## src/rtl/core_pkg.sv

```systemverilog
// Shared constants for the RV32I multi-cycle sequencer: opcodes, FSM state
// encoding, trap causes, the reset IR value and small opcode classifiers.
// Latency: n/a (constants and pure functions). Backpressure: n/a.
package core_pkg;

  // Major opcodes, IR[6:0]
  localparam logic [6:0] OPC_LUI      = 7'b0110111;
  localparam logic [6:0] OPC_AUIPC    = 7'b0010111;
  localparam logic [6:0] OPC_JAL      = 7'b1101111;
  localparam logic [6:0] OPC_JALR     = 7'b1100111;
  localparam logic [6:0] OPC_BRANCH   = 7'b1100011;
  localparam logic [6:0] OPC_LOAD     = 7'b0000011;
  localparam logic [6:0] OPC_STORE    = 7'b0100011;
  localparam logic [6:0] OPC_OP_IMM   = 7'b0010011;
  localparam logic [6:0] OPC_OP       = 7'b0110011;
  localparam logic [6:0] OPC_MISC_MEM = 7'b0001111;
  localparam logic [6:0] OPC_SYSTEM   = 7'b1110011;

  // FSM state encoding (visible on out_state)
  localparam logic [2:0] ST_FETCH  = 3'd0;
  localparam logic [2:0] ST_DECODE = 3'd1;
  localparam logic [2:0] ST_EXEC   = 3'd2;
  localparam logic [2:0] ST_MEM    = 3'd3;
  localparam logic [2:0] ST_WB     = 3'd4;
  localparam logic [2:0] ST_TRAP   = 3'd7;

  // Trap causes
  localparam logic [1:0] CAUSE_ILLEGAL = 2'd0;
  localparam logic [1:0] CAUSE_SYSTEM  = 2'd1;
  localparam logic [1:0] CAUSE_IMEM_TO = 2'd2;
  localparam logic [1:0] CAUSE_DMEM_TO = 2'd3;

  // addi x0, x0, 0
  localparam logic [31:0] NOP_INST = 32'h00000013;

  // Opcodes the datapath can execute (SYSTEM is handled separately as a trap).
  function automatic logic opc_legal(input logic [6:0] opc);
    case (opc)
      OPC_LUI, OPC_AUIPC, OPC_JAL, OPC_JALR, OPC_BRANCH,
      OPC_LOAD, OPC_STORE, OPC_OP_IMM, OPC_OP, OPC_MISC_MEM: opc_legal = 1'b1;
      default:                                              opc_legal = 1'b0;
    endcase
  endfunction

  // Opcodes that produce a value for rd.
  function automatic logic opc_writes_rd(input logic [6:0] opc);
    case (opc)
      OPC_LUI, OPC_AUIPC, OPC_JAL, OPC_JALR,
      OPC_LOAD, OPC_OP_IMM, OPC_OP: opc_writes_rd = 1'b1;
      default:                      opc_writes_rd = 1'b0;
    endcase
  endfunction

endpackage

```

## src/rtl/mem_timeout_counter.sv

```systemverilog
// Watchdog for an outstanding memory request, shared by the fetch and data phases.
// Latency: expired rises combinationally in the TIMEOUT-th cycle of an active request.
// Backpressure: none; it only observes. Ports: clk, rst_n (sync), clear, active -> expired.
module mem_timeout_counter #(
  parameter int TIMEOUT = 16
) (
  input  logic clk,
  input  logic rst_n,
  input  logic clear,
  input  logic active,
  output logic expired
);

  localparam int CW = (TIMEOUT > 1) ? $clog2(TIMEOUT) : 1;
  localparam logic [CW-1:0] LAST = CW'((TIMEOUT > 0) ? TIMEOUT - 1 : 0);

  logic [CW-1:0] cnt;

  // Holds at LAST once reached; the owner leaves the phase on that cycle anyway.
  always_ff @(posedge clk) begin
    if (!rst_n || clear) begin
      cnt <= '0;
    end else if (active && !expired) begin
      cnt <= cnt + 1'b1;
    end
  end

  // TIMEOUT == 0 disables the watchdog entirely.
  assign expired = (TIMEOUT != 0) && active && (cnt == LAST);

endmodule

```

## src/rtl/core_sequencer.sv

```systemverilog
// Multi-cycle RV32I sequencer: FETCH/DECODE/EXEC/MEM/WB with IR latch, strobes, retire count, traps.
// Latency: 4 cycles per zero-wait non-memory instruction, 5 for zero-wait load/store.
// Backpressure: imem/dmem req held until ready; a request unanswered for TIMEOUT cycles traps.
// Ports: in_clk, in_rst_n (sync, active-low); imem req/ready/rdata; dmem req/we/ready;
//        out_inst (IR), out_rf_we/out_pc_we/out_retire (WB only), out_instret, out_state, out_trap/cause.
module core_sequencer
  import core_pkg::*;
#(
  parameter int TIMEOUT = 16,
  parameter int CNT_W   = 32
) (
  input  logic             in_clk,
  input  logic             in_rst_n,
  output logic             out_imem_req,
  input  logic             in_imem_ready,
  input  logic [31:0]      in_imem_rdata,
  output logic             out_dmem_req,
  output logic             out_dmem_we,
  input  logic             in_dmem_ready,
  output logic [31:0]      out_inst,
  output logic             out_rf_we,
  output logic             out_pc_we,
  output logic             out_retire,
  output logic [CNT_W-1:0] out_instret,
  output logic [2:0]       out_state,
  output logic             out_trap,
  output logic [1:0]       out_trap_cause
);

  logic [2:0]       state;
  logic [2:0]       state_nxt;
  logic [31:0]      ir;
  logic [CNT_W-1:0] instret;
  logic [1:0]       cause;
  logic [1:0]       cause_nxt;
  logic [6:0]       opc;
  logic             is_mem_op;
  logic             req_active;
  logic             expired;

  assign opc        = ir[6:0];
  assign is_mem_op  = (opc == OPC_LOAD) || (opc == OPC_STORE);
  assign req_active = (state == ST_FETCH) || (state == ST_MEM);

  // Counter is held clear in every non-request state, so it starts from 0
  // on each entry into FETCH or MEM.
  mem_timeout_counter #(
    .TIMEOUT (TIMEOUT)
  ) u_timeout (
    .clk     (in_clk),
    .rst_n   (in_rst_n),
    .clear   (!req_active),
    .active  (req_active),
    .expired (expired)
  );

  always_comb begin
    state_nxt = state;
    cause_nxt = cause;
    case (state)
      ST_FETCH: begin
        // Ready beats an expiring watchdog in the same cycle.
        if (in_imem_ready) begin
          state_nxt = ST_DECODE;
        end else if (expired) begin
          state_nxt = ST_TRAP;
          cause_nxt = CAUSE_IMEM_TO;
        end
      end
      ST_DECODE: begin
        if (opc == OPC_SYSTEM) begin
          state_nxt = ST_TRAP;
          cause_nxt = CAUSE_SYSTEM;
        end else if (opc_legal(opc)) begin
          state_nxt = ST_EXEC;
        end else begin
          state_nxt = ST_TRAP;
          cause_nxt = CAUSE_ILLEGAL;
        end
      end
      ST_EXEC: state_nxt = is_mem_op ? ST_MEM : ST_WB;
      ST_MEM: begin
        if (in_dmem_ready) begin
          state_nxt = ST_WB;
        end else if (expired) begin
          state_nxt = ST_TRAP;
          cause_nxt = CAUSE_DMEM_TO;
        end
      end
      ST_WB:   state_nxt = ST_FETCH;
      ST_TRAP: state_nxt = ST_TRAP;
      // Encodings 5/6 are unreachable; recover by refetching.
      default: state_nxt = ST_FETCH;
    endcase
  end

  always_ff @(posedge in_clk) begin
    if (!in_rst_n) begin
      state   <= ST_FETCH;
      ir      <= NOP_INST;
      instret <= '0;
      cause   <= CAUSE_ILLEGAL;
    end else begin
      state <= state_nxt;
      cause <= cause_nxt;
      if ((state == ST_FETCH) && in_imem_ready) begin
        ir <= in_imem_rdata;
      end
      // Wraps naturally at 2^CNT_W.
      if (state == ST_WB) begin
        instret <= instret + 1'b1;
      end
    end
  end

  // All requests and strobes decode from the registered state, so they are
  // glitch-free and drop in the cycle right after a reset edge.
  assign out_imem_req   = (state == ST_FETCH);
  assign out_dmem_req   = (state == ST_MEM);
  assign out_dmem_we    = (state == ST_MEM) && (opc == OPC_STORE);
  assign out_rf_we      = (state == ST_WB) && opc_writes_rd(opc);
  assign out_pc_we      = (state == ST_WB);
  assign out_retire     = (state == ST_WB);
  assign out_inst       = ir;
  assign out_instret    = instret;
  assign out_state      = state;
  assign out_trap       = (state == ST_TRAP);
  assign out_trap_cause = cause;

endmodule

```

## config.mk

```make
export PLATFORM = sky130hd
export DESIGN_NAME = core_sequencer
export DESIGN_NICKNAME = d
export VERILOG_FILES = /design/src/rtl/core_pkg.sv /design/src/rtl/mem_timeout_counter.sv /design/src/rtl/core_sequencer.sv
export SDC_FILE = /design/constraint.sdc
export NUM_CORES = 1
export LEC_CHECK = 0
export BUFFER_PORTS_ARGS = -buffer_cell sky130_fd_sc_hd__buf_2
export CORE_ASPECT_RATIO = 1.25
export CORE_MARGIN = 10
export CORE_UTILIZATION = 35
export DETAILED_ROUTE_END_ITERATION = 8
export PLACE_DENSITY = 0.57
export SLEW_MARGIN = 20
export SYNTH_ARGS = -nofsm -noshare
export SYNTH_HDL_FRONTEND = slang
export SYNTH_HIERARCHICAL = 1
export SYNTH_SLANG_ARGS = --single-unit
```

## constraint.sdc

```tcl
create_clock -name in_clk -period 2.63 [get_ports in_clk]
set_input_delay 0.263 -clock in_clk [delete_from_list [all_inputs] [get_ports in_clk]]
set_output_delay 0.263 -clock in_clk [all_outputs]
set_load 0.05 [all_outputs]
```

======== Yosys cells after proc, flatten, opt, wreduce, memory -nomap -nowiden ========
Index checks and enable logic that the tools add are counted.
word-level totals
  output and inout bits ................... 76
  latch bits .............................. 0
  word-level logic and storage cells ...... 63
  memories kept ........................... 0
  RAM bits ................................ 0
  ROM bits ................................ 0
  register bits ........................... 73
  bits of input ports ..................... 36
cells by class
  eq/ne operators ......................... 22
  $add $sub $neg .......................... 2
  reductions and logical operators ........ 16
  bitwise logic cells ..................... 0
  mux-type cells .......................... 18
  shift-type cells ........................ 0
  $mul .................................... 0
  $lt $le $gt $ge ......................... 0
  divide/modulo/power cells ............... 0
operator list
  cell                                                                     number
  32-bit by 1-bit adder with 32-bit output, second input constant          1
  7-bit == test, second input constant                                     4
  7-bit by 6-bit == test with 1-bit output, second input constant          3
  3-bit two-way mux                                                        6
  3-bit one-hot mux with 5 select lines                                    1
  7-bit by 5-bit == test with 1-bit output, second input constant          2
  2-bit two-way mux                                                        6
  10-bit OR reduction                                                      1
  7-bit by 2-bit == test with 1-bit output, second input constant          1
  7-bit by 4-bit == test with 1-bit output, second input constant          1
  7-bit OR reduction                                                       1
  3-bit by 2-bit == test with 1-bit output, second input constant          2
  3-bit == test, second input constant                                     2
  2-bit one-hot mux with 3 select lines                                    1
  6-bit AND reduction                                                      1
  1-bit logical AND                                                        5
  4-bit by 1-bit adder with 4-bit output, second input constant            1
  4-bit == test, second input constant                                     1
  1-bit two-way mux                                                        4
  2-bit by 1-bit inequality test with 1-bit output, second input constant  2
  2-bit inequality test, second input constant                             2
  3-bit by 1-bit == test with 1-bit output, second input constant          1
  1-bit zero test                                                          3
  3-bit zero test                                                          1
  3 further kinds                                                          5

======== Logic depth before layout (Yosys ltp) ========
Gate-level depths: netlist of run 1.
  word-level depth ........................ 8
  gate-level depth with buffers ........... 11
  mapped depth without buffers ............ 10

======== Modules after synthesis ========
The synthesis of run 1 kept the hierarchy.
by module, submodules not included
  module               seq. area each (um2)  area each (um2)  cells an instance  instances
  core_sequencer       1381.3                3175.5           384                1
  mem_timeout_counter  80.1                  192.7            23                 1

======== Worst setup path before layout of run 1 ========
No wires, ideal clock.
  path kind ............................... reg-to-reg
  from .................................... reg state[0] (netlist: out_state[0])
  to ...................................... reg cause[0] (netlist: out_trap_cause[0])
  cell stages (with the launch flop) ...... 10
  buffers on the path ..................... 1
  required time ........................... 2558 ps
  data arrival time ....................... 3359 ps
  setup slack ............................. -800 ps
  setup time .............................. 72 ps
  period minus slack after synthesis ...... 3430 ps
  cells stage by stage .................... dfxtp_1 clkbuf_1 nor3_1 or2_2 nand3_1 nor2_1 nor3b_1 o21bai_1 a31oi_1 mux2i_1
between the ends
  longest elaborated chain between the ends .. 5
  elaborated cells between the ends (all ways) .. 13
  those cells by class .................... eq/ne (7); mux (1); reduce/logical (5)
ends and longest elaborated chain
  what                                                               line                       RTL
  start, declared                                                    core_sequencer.sv:30       logic [2:0] state;
  start signal, assigned                                             core_sequencer.sv:104      state <= state_nxt;
  3-bit zero test *                                                  n/a
  via out_imem_req                                                   core_sequencer.sv:14       output logic out_imem_req,
  1-bit logical OR *                                                 core_sequencer.sv:43       assign req_active = (state == ST_FETCH) || (state == ST_MEM);
  via req_active                                                     core_sequencer.sv:38       logic req_active;
  1-bit logical AND *                                                mem_timeout_counter.sv:29  assign expired = (TIMEOUT != 0) && active && (cnt == LAST);
  via expired                                                        core_sequencer.sv:39       logic expired;
  2-bit by 1-bit inequality test with 1-bit output (no source line)  n/a
  6-bit AND reduction (no source line) *                             n/a
  end signal, assigned                                               core_sequencer.sv:105      cause <= cause_nxt;
  end, declared                                                      core_sequencer.sv:34       logic [1:0] cause;
Mark *: on every way through the listed nets, which the timed path passes. The rest lies on a longest branch.
A chain may end at the register's enable or synchronous reset.

======== Worst setup path after layout of run 1 ========
  from .................................... reg state[2] (netlist: out_state[2])
  to ...................................... reg cause[0] (netlist: out_trap_cause[0])
between the ends
  longest elaborated chain between the ends .. 5
  elaborated cells between the ends (all ways) .. 13
  those cells by class .................... eq/ne (7); mux (1); reduce/logical (5)
ends and longest elaborated chain
  what                                                                         line
  3-bit by 2-bit == test with 1-bit output or 3-bit zero test (tied branches)  core_sequencer.sv:43
  1-bit logical OR *                                                           core_sequencer.sv:43
  via req_active                                                               core_sequencer.sv:38
  1-bit logical AND *                                                          mem_timeout_counter.sv:29
  via expired                                                                  core_sequencer.sv:39
  2-bit by 1-bit inequality test with 1-bit output (no source line)            n/a
  6-bit AND reduction (no source line) *                                       n/a
Marked as above.

==> run summary, run 1 <==
status = finished clean
vias in the first global route = 3072
WP data required = 2.89 ns
worst slack, placed = 0.203 ns
vias per cell = 4.91
Slew headroom = 53.1%
Synth Area in Adders = 0.743%
wire per inst = 14.6 um
Die Height = 130 um
Synth Area in Simple Gates = 31.4%
Hold Path Cell Cnt = 3
Clock Skew = 0.00633 ns
post-layout min period = 2.30 ns
Residual DRC = 0
remaining antenna violation count after routing = 0
ANT cells = 0
register area share after synthesis = 43.4%
Hold Crit Start = in_imem_rdata[0]
worst setup margin = 0.327 ns
worst hold slack = 0.153 ns
Final Slew Violations = 0
# port buffers = 111
core footprint = 9510 um^2
Nets = 550
RR Endpoint = out_trap_cause[0]
R2R cell count = 9
Synth Area in XOR/XNOR = 6.24%
Bufs on Longest Clock Path = 2
ranking of synthesized cells by area = dfxtp_1 (43%), nand2_1 (9.0%), a21oi_1 (6.4%), xnor2_1 (5.7%), nor2_1 (3.9%)
endpoints failing setup = 0
initial antenna violation count = 0
Hold EP = out_inst[0]
multi-input logic area = 1740 um^2
DRT Pass-1 Iters = 4
GPL Wtd Cong = 0.831
Final Cycle Share = 87.6%
final WL = 9380 um
number of synthesized flops with an enable pin = 0
die area = 14000 um^2
CTS tree = done
synth-to-layout area growth = 28.6%
Worst VDD drop = 0.311 mV
Overall Global Routing Usage = 13.7%
Finished Layout Cells = 643
flops & latches, synth = 73
Yosys top cell by area = dfxtp_1
Reg clk slew, reported paths = 0.06 ns
io pins = 112
Iteration-0 DRC Markers = 92
r2r setup slk = 0.33 ns
pin count of the biggest net entering global routing = 33
Pwr Density = 905 nW/um^2
Detail Placement HPWL = 6990 um
cell area after layout = 4330 um^2
critical path type = reg -> reg
Cell Area, Placed = 4030 um^2
RSZ-0062 raised after global routing = false
Tightest Pin Transition = 0.686 ns
synthesized area = 3370 um^2
top_reg_cell synth = dfxtp_1
syn avg cell area = 8.28 um^2
Core Rows = 40
via count = 3160
clock net sink count = 73
CP Data Arrival Time = 2.56 ns
Crit Path Max Fanout = 10
first-pass GRT wire length = 15300 um
leakage = 0.00187 uW
Synth top area share = 43.4%
Root Driver = clkbuf_16
layout cells sized above 1 = 30.9%
Fin. Hold Viols = 0
H-Tree Depth = 3
Starting Density = 35.4%
Fillers = 976
Clock Latency Late Sink = 0.33 ns
post-synth cell types = 50
Mapped Cells = 407
main combinational cell family by area after synthesis = simple AND/OR/NAND/NOR gates
grt ovf = 0
TritonCTS Buffers = 9
Synth async-reset ratio = 0%
Max-Cap Viols = 0
Setup crit end kind = register
Synth Area in Compound Gates = 12.1%
warnings from Yosys = 6
reg2reg start = out_state[2]
chip width = 108 um
post-synth net total = 445
CP startpoint kind = register
Placed Cells = 627
fmax = 434 MHz
Setup Fix Bufs, Post-CTS = 0
Min-Delay Path Class = in -> reg
Power, Total = 3920 uW
post-synthesis mux area share = 0.594%
Register Area = 1460 um^2
power breakdown:
part	switching, uW	internal (uW)	leakage, uW
sequential	126	1250	0.000595
combinational	997	369	0.00113
clock	443	738	0.000149
cell usage in the layout, fill, tap and decap left out, drive strengths merged, types with 3 or more instances in the layout:
| master | count |
|---|---|
| nand2 | 81 |
| and2 | 4 |
| clkbuf | 14 |
| a21oi | 43 |
| o21ai | 10 |
| nor3b | 3 |
| or3 | 7 |
| inv | 18 |
| dfxtp | 73 |
| or2 | 4 |
| xnor2 | 22 |
| and4 | 3 |
| nor2 | 35 |
| nand4 | 7 |
| a31oi | 3 |
| buf | 118 |
| nand3 | 14 |
| nand2b | 3 |
| nor3 | 12 |
| nor4 | 12 |
synthesized netlist by cell type (all sizes together), types with 2 or more instances:
| master | n |
|---|---|
| xnor2 | 22 |
| a21o | 2 |
| nand2b | 3 |
| nand4 | 7 |
| or2 | 4 |
| o21ai | 10 |
| nand4b | 2 |
| a31oi | 3 |
| inv | 18 |
| a21oi | 43 |
| dfxtp | 73 |
| clkbuf | 14 |
| and4 | 3 |
| mux2i | 2 |
| and2 | 4 |
| nor3 | 12 |
| nor2 | 35 |
| xor2 | 2 |
| buf | 10 |
| nor3b | 3 |
| ha | 2 |
| nand2 | 81 |
| o21bai | 2 |
| nand3 | 14 |
| or3 | 7 |
| o211ai | 2 |
| nor4 | 12 |
| or4 | 2 |
layout make-up:
cell class                 instances  share of cell area (%)
inverter                          18                    1.56
clock buffer                      14                    6.56
clock inverter                     2                   0.231
tap                              126                    3.64
timing repair buffer             118                    14.0
sequential                        73                    33.8
multi-input combinational        292                    40.2
cells by family after synthesis:
family	count (synthesis)
XOR/XNOR	24
buffers and inverters	42
multiplexers	2
AO/OA/AOI/OAI	71
adder cells (fa/ha/maj)	2
flip-flops	73
AND/OR/NAND/NOR	193
flip-flops by register name (all words and copies together) (netlist names):
signal	count
out_state	3
u_timeout/cnt	4
out_instret	32
out_trap_cause	2
out_inst	32
worst max-delay path by stage:
stage	start	to	cells after the start
after floorplan	out_state[0]	out_trap_cause[0]	10
after global placement	out_state[2]	out_trap_cause[0]	9
after detailed placement	out_state[2]	out_trap_cause[0]	9
after CTS	out_state[2]	out_trap_cause[0]	9
after global routing	out_state[2]	out_trap_cause[0]	9
final	out_state[2]	out_trap_cause[0]	9
repair_timing:
item / CTS / global route
gates resized for setup: 0 / 1
setup endpoints to repair: 0 / 1
hold buffers: 0 / 0
routing by layer:
metal	share of wire (%)	wire [um]	track usage (%)
met5	0	0	0
met4	1.8	165	6.14
met3	6.0	563	3.92
met2	52	4860	24.0
met1	40	3800	14.9
through the flow:
stage	TNS [ns]	util, %
final	0	45.6
after global routing	0	45.6
after CTS	0	45.5
after detailed placement	0	42.4
after global placement	0	42.4
after floorplan	-0.0542	-
worst max-delay path, cell delays in order, from the launching register on:
cell	delay, ns
dfxtp_1	0.41
nor2b_1	0.27
and2_2	0.21
or2_2	0.16
nand3_1	0.10
nor2_1	0.20
nor3b_2	0.32
o21bai_1	0.16
a31oi_1	0.21
mux2i_1	0.20
No activity file was read; power rests on OpenSTA's default activity.
==> run 2: changes to the inputs <==
ABC_AREA = 1   (was not set)
ABC_CLOCK_PERIOD_IN_PS = 2630   (was not set)
PLACE_DENSITY = 0.56   (was 0.57)
==> run 2 against run 1 <==
Clock skew about the same. Sequential cell count unchanged. Die area increased by 7.0%. Count of clock-buffer cells in the layout decreased by 4. Non-clock buffer count decreased by 3. Largest power group is now combinational cells. Highest routed layer unchanged. Cell area increased by 6.9%.
==> run summary, run 2 <==
RSZ-0062 raised after global routing = false
Residual DRC = 0
via count = 3755
Synth top area share = 40.0%
critical path type = reg -> out
Setup Fix Bufs, Post-CTS = 0
Clock Skew = 0.00681 ns
CP startpoint kind = register
DRT Pass-1 Iters = 4
Cell Area, Placed = 4320 um^2
ranking of synthesized cells by area = dfxtp_1 (40%), nand2_1 (19%), nor2_1 (8.8%), a21oi_1 (7.4%), inv_1 (4.9%)
Synth async-reset ratio = 0%
Die Height = 134 um
GPL Wtd Cong = 0.843
CP Data Arrival Time = 1.77 ns
RR Endpoint = out_trap_cause[0]
r2r setup slk = 0.76 ns
Slew headroom = 68.7%
Pwr Density = 1000 nW/um^2
worst slack, placed = 0.778 ns
met3 WL = 852 um
cts hold-fix bufs = 0
Final Cycle Share = 77.3%
layout cells sized above 1 = 23.2%
syn avg cell area = 6.56 um^2
Min-Delay Path Class = in -> reg
WP data required = 2.37 ns
Yosys top cell by area = dfxtp_1
final WL = 10400 um
Flop pwr share = 31.4%
Setup crit end kind = output port
fmax = 492 MHz
Synth top cells by count = nand2_1 (184), nor2_1 (86), dfxtp_1 (73), a21oi_1 (54), inv_1 (48)
Finished Layout Cells = 800
end-of-flow core utilization = 45.6%
reg2reg start = out_state[2]
vias in the first global route = 3759
clock net sink count = 73
grt ovf = 0
die area = 15000 um^2
synthesized area = 3650 um^2
Detail Placement HPWL = 8180 um
met2 routed WL = 4900 um
R2R cell count = 10
vias per cell = 4.69
Gate power share = 41.0%
Placed Cells = 784
most frequent cells in the layout = nand2_1 (184), buf_2 (111), nor2_1 (86), dfxtp_1 (73), a21oi_1 (54)
pin count of the biggest net entering global routing = 31
H-Tree Depth = 3
Iteration-0 DRC Markers = 155
Fin Setup TNS = 0 ns
Mapped Cells = 557
status = finished clean
M1 wire length = 4470 um
cell area after layout = 4630 um^2
Crit Path Max Fanout = 13
Max-Cap Viols = 0
post-synth net total = 595
Root Driver = clkbuf_16
ANT cells = 0
clock power share = 27.6%
Overall Global Routing Usage = 13.7%
register area share after synthesis = 40.0%
Fin. Hold Viols = 0
count leader, synth = nand2_1
synth-to-layout area growth = 26.8%
flops & latches, synth = 73
worst setup margin = 0.597 ns
chip width = 111 um
Nets = 704
Switching Share = 45.8%
post-layout min period = 2.03 ns
Reg clk slew, reported paths = 0.06 ns
Hold Path Cell Cnt = 3
Worst VDD drop = 0.514 mV
initial antenna violation count = 0
top_reg_cell synth = dfxtp_1
TritonCTS Buffers = 9
post-synth cell types = 33
endpoints failing setup = 0
Int Pwr = 2510 uW
io pins = 112
CTS tree = done
Fillers = 1112
Bufs on Longest Clock Path = 2
# port buffers = 111
Tightest Pin Transition = 0.468 ns
number of synthesized flops with an enable pin = 0
DR top layer = met4
remaining antenna violation count after routing = 0
PostCTS Resize Cnt = 0
Hold EP = out_inst[0]
Clock Latency Late Sink = 0.34 ns
wire per inst = 13.0 um
warnings from Yosys = 6
first-pass GRT wire length = 17100 um
Hold Crit Start = in_imem_rdata[0]
Core Rows = 41
Final Slew Violations = 0
Sw Pwr = 2130 uW
leakage = 0.00207 uW
commonest non-fill, non-tap cell in the layout = nand2_1
core footprint = 10200 um^2
Starting Density = 36.0%
## run 2: area by class of cell
cell class / count / area (um^2) / share of cell area, %
multi-input cells: 412 / 1910 / 41.1
flip-flops and latches: 73 / 1460 / 31.6
repair buffers: 115 / 586 / 12.6
clock buffers: 10 / 239 / 5.16
inverters: 55 / 206 / 4.46
well taps: 129 / 161 / 3.48
clock inverters: 6 / 72.6 / 1.57
## run 2: logic make-up (layout without fill, tap and decap cells)
family                     after synthesis  after routing  share of synthesized area [%]
adders and majority gates                2              2                          0.685
and+or+nand+nor                        329            329                           39.4
AOI/OAI and AO/OA                       74             74                           10.4
buffers and inverters                   72            186                           7.84
DFF                                     73             73                           40.0
xor gates and xnor gates                 7              7                           1.68
## run 2: layer usage
metal / up-vias / track usage, %
li1: 1979 / -
met1: 1673 / 14.9
met2: 90 / 23.0
met3: 13 / 5.35
met4: 0 / 6.29
met5: - / 0
## run 2: per-stage QoR
step           hold slack (ns)  total power [uW]
2_1_floorplan            0.376              2990
3_3_place_gp             0.448              3380
3_5_place_dp             0.455              3410
4_1_cts                  0.111              4700
5_1_grt                  0.129              4950
6_report                 0.120              4640
## run 2: power by group through the flow
stage	registers (uW)	logic [uW]	clock network (uW)
3_5_place_dp	1480	1930	0
3_3_place_gp	1470	1920	0
4_1_cts	1460	1930	1310
5_1_grt	1480	2120	1350
2_1_floorplan	2030	954	0
6_report	1450	1900	1280
## run 2: worst max path at each step
stage,from,endpoint,depth (start not counted)
final,out_state[2],out_retire,3
after global routing,out_state[2],out_retire,3
after CTS,out_state[2],out_retire,3
after detailed placement,out_state[2],out_trap_cause[0],10
after global placement,out_state[2],out_trap_cause[0],10
after floorplan,out_inst[1],out_dmem_we,6
## run 2: critical path: stages (launching register included)
cell and delay (ns):
dfxtp_1 0.50, nand3_4 0.24, inv_1 0.35, buf_2 0.34
==> run 3: changes to the inputs <==
ABC_AREA = 0   (was 1)
ABC_CLOCK_PERIOD_IN_PS = 1950   (was 2630)
PLACE_DENSITY = 0.57   (was 0.56)
clock period = 1.95 ns   (was 2.63 ns; I/O delays follow)
==> run 3 against run 2 <==
Critical path depth is 1 higher. Critical path type unchanged. Core utilization increased by 3.6 points. Largest cell class unchanged. Total power increased by 18%.
==> run summary, run 3 (same netlist as run 1, synthesis figures left out) <==
Starting Density = 35.4%
die area = 14000 um^2
CTS tree = done
# port buffers = 111
Setup crit end kind = output port
synth-to-layout area growth = 38.9%
WP data required = 1.75 ns
chip width = 108 um
grt ovf = 0
Clock Skew = 0.00427 ns
H-Tree Depth = 3
Hold Crit Start = in_imem_rdata[0]
Slew headroom = 72.2%
DRT Pass-1 Iters = 4
final WL = 9560 um
TritonCTS Buffers = 9
endpoints failing setup = 0
core footprint = 9510 um^2
Bufs on Longest Clock Path = 2
Fillers = 946
pin count of the biggest net entering global routing = 34
fmax = 518 MHz
commonest non-fill, non-tap cell in the layout = buf_2
reg2reg start = out_inst[3]
via count = 3215
Final Cycle Share = 99.0%
CP cell instances = or2_4 > or4_4 > nor2_4 > buf_8
Hold Path Cell Cnt = 3
Worst path max stage delay = 0.52 ns
Nets = 564
initial antenna violation count = 1
cts hold-fix bufs = 0
wire per inst = 14.6 um
ANT cells = 0
GPL Wtd Cong = 0.818
layout cells sized above 1 = 36.0%
most frequent cells in the layout = buf_2 (109), nand2_1 (81), dfxtp_1 (68), a21oi_1 (42), nor2_1 (32)
Pwr Density = 1170 nW/um^2
CP Data Arrival Time = 1.74 ns
Die Height = 130 um
Crit Path Max Fanout = 7
remaining antenna violation count after routing = 0
r2r setup slk = 0.08 ns
vias per cell = 4.90
Clock Latency Late Sink = 0.33 ns
end-of-flow core utilization = 49.2%
Max-Cap Viols = 0
Placed Cells = 638
first-pass GRT wire length = 15300 um
Worst VDD drop = 0.431 mV
Fin Setup TNS = 0 ns
Root Driver = clkbuf_16
Tightest Pin Transition = 0.417 ns
clock net sink count = 73
Crit-path slowest cell = or4_4
Reg clk slew, reported paths = 0.05 ns
R2R cell count = 6
critical path type = reg -> out
io pins = 112
Overall Global Routing Usage = 13.5%
Final Slew Violations = 0
Core Rows = 40
Finished Layout Cells = 656
status = finished clean
vias in the first global route = 3168
Fin. Hold Viols = 0
post-layout min period = 1.93 ns
Min-Delay Path Class = in -> reg
Hold EP = out_inst[0]
Residual DRC = 0
Detail Placement HPWL = 7090 um
leakage = 0.00212 uW
RR Endpoint = out_state[1]
CP startpoint kind = register
Iteration-0 DRC Markers = 121
RSZ-0062 raised after global routing = true
run 3: cell types whose count changed in the layout (fill, tap and decap cells not counted), sizes merged, moves of 6 or more:
| cell | previous run | this run |
|---|---|---|
| o21ai | 16 | 10 |
| nand3 | 30 | 14 |
| nor3 | 2 | 12 |
| nor4 | 2 | 12 |
| nand2 | 186 | 81 |
| inv | 57 | 18 |
| nor2 | 96 | 35 |
| xnor2 | 2 | 22 |
| or3 | 0 | 7 |
| a21oi | 54 | 43 |
| buf | 115 | 131 |
run 3: cell type report:
cell class | instances | area [um^2] | share of cell area, %
Clock buffer | 13 | 282 | 6.02
Clock inverter | 2 | 10.0 | 0.214
Inverter | 18 | 67.6 | 1.44
Multi-Input combinational cell | 292 | 1910 | 40.8
Sequential cell | 73 | 1480 | 31.5
Tap cell | 126 | 158 | 3.37
Timing Repair Buffer | 132 | 776 | 16.6
run 3: repair_timing:
action	CTS	global route
buffers inserted	1	2
pin swaps	0	3
endpoints found under the setup margin	2	4
gates resized for setup	4	5
run 3: report_power, final:
part / internal [uW] / switching (uW) / leakage [uW]
registers: 1690 / 188 / 0.000597
clock network: 997 / 605 / 0.000147
logic: 612 / 1370 / 0.00138
total: 3300 / 2160 / 0.00212
run 3: metal layers:
| metal | up-vias | share of wire, % | global-route usage (%) |
|---|---|---|---|
| met2 | 85 | 49 | 22.4 |
| met5 | - | 0.073 | 0 |
| met3 | 15 | 8.0 | 5.22 |
| li1 | 1617 | - | - |
| met1 | 1496 | 41 | 15.1 |
| met4 | 2 | 1.3 | 5.51 |
run 3: worst max-delay path, delay by kind of cell (launching register included):
family | cells | cell delay, ns
simple gates | 3 | 0.90
flops | 1 | 0.34
buf+inv | 1 | 0.15
run 3: worst max-delay path by stage:
stage | start | to | depth (start not counted)
global placement | out_state[0] | out_trap_cause[0] | 10
CTS | out_inst[3] | out_dmem_we | 4
detailed placement | out_state[1] | out_trap_cause[0] | 9
finish | out_inst[3] | out_dmem_we | 4
global route | out_inst[3] | out_dmem_we | 4
floorplan | out_state[0] | out_trap_cause[0] | 9
run 3: metrics by stage:
step / cell area, um^2 / hold slack, ns / total power [uW] / worst slack [ns]
finish: 4680 / 0.0749 / 5460 / 0.0198
global route: 4680 / 0.0866 / 5760 / -0.0186
CTS: 4650 / 0.0708 / 5500 / -0.0467
detailed placement: 4340 / 0.417 / 3870 / 0.0467
global placement: 4340 / 0.410 / 3840 / 0.104
floorplan: 3590 / 0.319 / 3370 / -0.368
